===== src/rtl/sat_counter.sv =====
// Saturating up-counter with synchronous clear; clear beats increment.
module sat_counter #(
    parameter int WIDTH = 8
) (
    input  logic             clk,
    input  logic             rst_n,
    input  logic             clr,
    input  logic             inc,
    output logic [WIDTH-1:0] value
);

    logic [WIDTH-1:0] value_r;

    // Count register: reset/clear to zero, otherwise increment until all-ones and hold.
    always_ff @(posedge clk) begin
        if (!rst_n) begin
            value_r <= '0;
        end else if (clr) begin
            value_r <= '0;
        end else if (inc && (value_r != {WIDTH{1'b1}})) begin
            value_r <= value_r + WIDTH'(1);
        end else begin
            value_r <= value_r;
        end
    end

    assign value = value_r;

endmodule


===== config.mk =====
export PLATFORM = sky130hd
export DESIGN_NAME = sat_counter
export DESIGN_NICKNAME = d
export VERILOG_FILES = /design/src/rtl/sat_counter.sv
export SDC_FILE = /design/constraint.sdc
export NUM_CORES = 1
export LEC_CHECK = 0
export CORE_AREA = 2 2 39 41
export CTS_CLUSTER_SIZE = 16
export DETAILED_ROUTE_END_ITERATION = 12
export DIE_AREA = 0 0 41 43
export PLACE_DENSITY = 0.66
export SLEW_MARGIN = 20
export SYNTH_ARGS = -nofsm -noshare
export SYNTH_HDL_FRONTEND = slang
export SYNTH_SLANG_ARGS = --single-unit

===== constraint.sdc =====
create_clock -name clk -period 2 [get_ports clk]
set_input_delay 0.2 -clock clk [delete_from_list [all_inputs] [get_ports clk]]
set_output_delay 0.2 -clock clk [all_outputs]
set_load 0.05 [all_outputs]

# ---- After elaboration in Yosys (flattened, before gate mapping)
# Index checks and enable logic that the tools add are counted.
dict set report word_totals {
  reg_bits 8
  output_inout_bits 8
  word_cells 6
}
dict set report classes {
  n_bitwise 1
  n_eq_ne 1
  n_addsub 1
  reduce_logical 2
}
# cell n
set ops {}
lappend ops {{$add 8x1->8 const B} 1}
lappend ops {{$ne 8x8->1 const B} 1}
lappend ops {{$reduce_or 2->1} 1}
lappend ops {{$logic_and 1x1->1} 1}
lappend ops {{$not 1->1} 1}

# ---- Logic depth before layout (Yosys ltp)
dict set report logic_depth {
  word_depth 2
  mapped_depth 4
}

# ---- Worst setup path before layout
# Ideal clock, no wire load.
dict set report synth_timing {
  path_kind {reg-to-reg}
  start {register value_r[0] (netlist: value[0])}
  end {register value_r[7] (netlist: value[7])}
  stages_incl_launch_ff 5
  arrival_ns 1.476
  setup_time_ns 0.091
  synth_period_minus_slack_ns 1.567
  t_required_ns 1.909
  slack_ns 0.433
  cell_sequence {dfxtp_1 > ha_1 > and4_4 > nor2b_2 > a311oi_1}
}
dict set report synth_via {
  elab_chain_cells 2
}
# item line
set synth_rtl {}
lappend synth_rtl {{start, declared} 12} ;# logic [WIDTH-1:0] value_r;
lappend synth_rtl {{start signal, assigned} 21} ;# value_r <= value_r + WIDTH'(1);
lappend synth_rtl {{start signal, assigned} 23} ;# value_r <= value_r;
lappend synth_rtl {{parallel branches: the longest is 2 deep, another holds $add 8x1->8} --}
# Several ways; the timed one is not identified.
# A chain may end at the register's enable or synchronous reset.

# ---- Final worst setup path
dict set report layout_timing {
  start {register value_r[4] (netlist: value[4])}
  end {output port value[4]}
}
# item line
set layout_lines {}
lappend layout_lines {{end, declared} 9} ;# output logic [WIDTH-1:0] value
# No word-level cell between the ends.

==> results.ini <==
[final_layout]
num_antenna_cells=0
largest_register_ffs=8
final_cell_count_no_fill=76
multiInputGateArea_um2=261.5
area_growth_pct=36.20
final_area_um2=574.3
drive_above_1_share=0.1167
layout.nets=67
seq_area_um2=160.2
nFillCells=146

[global_routing]
grt_max_degree=10
grt_pass1_wl_um=1407
antenna_found_initial=0
grt_use_total=0.1237
grt_pass1_vias=346
gr-total-overflow=0

[synth]
synth_top_area_frac=0.3798
ys_types=19
synth_area_leader_cell=dfxtp_1
ys_warn_count=0
yosys_most_used_dff=dfxtp_1
synth_common_cells=dfxtp_1 (8), a21oi_1 (5), nand2_1 (5)
synthCells=46
yosysMostFrequentCell=dfxtp_1
syn_area_per_cell_um2=9.166
synthTopCellsByArea=dfxtp_1 (38%), and4_1 (8.3%), mux2i_1 (7.1%)
syn-num-nets=51
synthArstFlopShare=0
ys_seq_area_frac=0.3798
syn-cell-area_um2=421.7
ys_ff_latch=8
synth_edf_count=0

[hold_path]
worstHoldPathType=reg -> reg
holdPathStages=2

[timing]
hold_violations=0
period_share=0.8892
max_freq_mhz=562.3
fin_crit_ns=1.778
timing.slew.headroom=0.6600
setup_ws_ns=0.2217
final_max_slew_viol_count=0
fin_skew_ns=0.01176
rsz0062_at_grt=no
tightestPinTransition_ns=0.5089
setup_violations=0
fin_setup_tns_ns=0

[routing]
drtAntennaViolNets=0
vias_per_cell=5.303
vias=403
drt_iter0_drc=6
drt-total-wl_um=938
post-route-drc-count=0
wl_per_cell_um=12.34
firstDrtPassIters=4

[power]
pwr-share-seq=0.505
power.share.switching=0.2482
switchingPower_mw=0.07991
p_int_mw=0.2420
p_per_area_nw_per_um2=560.6
combinationalPowerShare=0.078
clockPowerShare=0.416
total_power_mw=0.3219
p_leak_nw=0.2066
peakVddDrop_mv=0.1763

[clock_tree]
clk_pin_slew_ns=0.07
hold_buffers=0
cts_inserted_buffers=3
cts.sinks=8
h-tree-depth=1
root_buffer=clkbuf_4
clkLatencyLatePin_ns=0.27
cts_setup_buffers=0
cts.path.max_buffers=2
cts-resized-gates=0
cts_tree=done

[setup_path]
rr_worst_depth=4
cpMaxStageDelayCell=clkdlybuf4s50_1
cpLargestDelayFamily=buffers and inverters
crit_path_cell_trace=clkdlybuf4s50_1
cp-start-kind=register
critPathMaxStageDelay_ns=0.85
crit_buf_inv=1
worstPathArrival_ns=1.58
crit_type=reg -> out
cp.required_ns=1.80
worstSetupPathDepth=1
cp-end-kind=output pin
cp_max_fo=9

[die]
io_pins=12
core_area_um2=1384
die_x_um=41
initial_utilization=0.3047
die_y_um=43
dieArea_um2=1763
rows=14

[placement]
port_buffers=11
dp_cells=73
placed_area_um2=551.8
dp_slack_ns=0.5018
gp_congestion=0.6651
dp_hpwl_um=643.4

[status]
status=complete, no violations

[flow_run]
drv_cap=0

[area by class of cell]
type,count,area share
clock buffers,3,0.03922
multi-input cells,38,0.4553
well taps,16,0.03486
flip-flops and latches,8,0.2789
repair buffers,11,0.1917
[final timing paths]
path	slack, ns	end	start
min	0.52	value[1]$_SDFFE_PP0P_	value[1]$_SDFFE_PP0P_
max reg2reg	0.64	value[5]$_SDFFE_PP0P_	value[0]$_SDFFE_PP0P_
min reg2reg	0.52	value[1]$_SDFFE_PP0P_	value[1]$_SDFFE_PP0P_
max	0.22	value[4]	value[4]$_SDFFE_PP0P_
[worst reg2reg max path: stages (launching register included)]
cell      delay (ns)
dfxtp_1         0.35
ha_1            0.26
and4_4          0.23
a211oi_2        0.24
mux2i_1         0.20
[kinds of logic after synthesis]
logic type,synth area share
AOI/OAI and AO/OA,0.1899
adders and majority gates,0.02967
DFF,0.3798
muxes,0.07122
and+or+nand+nor,0.3294
[layout by cell type (no fill, tap or decap), drive strengths merged]
cell           count
clkdlybuf4s50     11
dfxtp              8
a21oi              5
nand2              5
and4               5
nor2b              4
nand2b             3
mux2i              3
clkbuf             3
a31oi              2
nor3               2
o21ai              2
and3               1
nand3              1
a21boi             1
nand4              1
a211oi             1
a311oi             1
ha                 1
[stage by stage]
step / hold WS [ns] / util
floorplan: 0.3829 / -
global placement: 0.4947 / 0.3987
detailed placement: 0.5119 / 0.3987
CTS: 0.5295 / 0.4150
global route: 0.5674 / 0.4150
finish: 0.5219 / 0.4150
[metal layers]
| layer | track usage | wire (um) | vias to the layer above |
|---|---|---|---|
| met5 | 0 | 0 | - |
| met1 | 0.1456 | 419 | 186 |
| met2 | 0.1688 | 456 | 9 |
| met3 | 0.01571 | 23 | 5 |
| met4 | 0.1400 | 39 | 0 |
| li1 | - | - | 203 |
[power groups by stage]
| stage | Clock, mW | Combinational [mW] | Sequential (mW) |
|---|---|---|---|
| 6_report | 0.134 | 0.0252 | 0.163 |
| 3_5_place_dp | 0 | 0.0250 | 0.166 |
| 4_1_cts | 0.135 | 0.0256 | 0.163 |
| 3_3_place_gp | 0 | 0.0247 | 0.166 |
| 2_1_floorplan | 0 | 0.00861 | 0.171 |
| 5_1_grt | 0.140 | 0.0271 | 0.163 |
No activity file was read; power rests on OpenSTA's default activity.
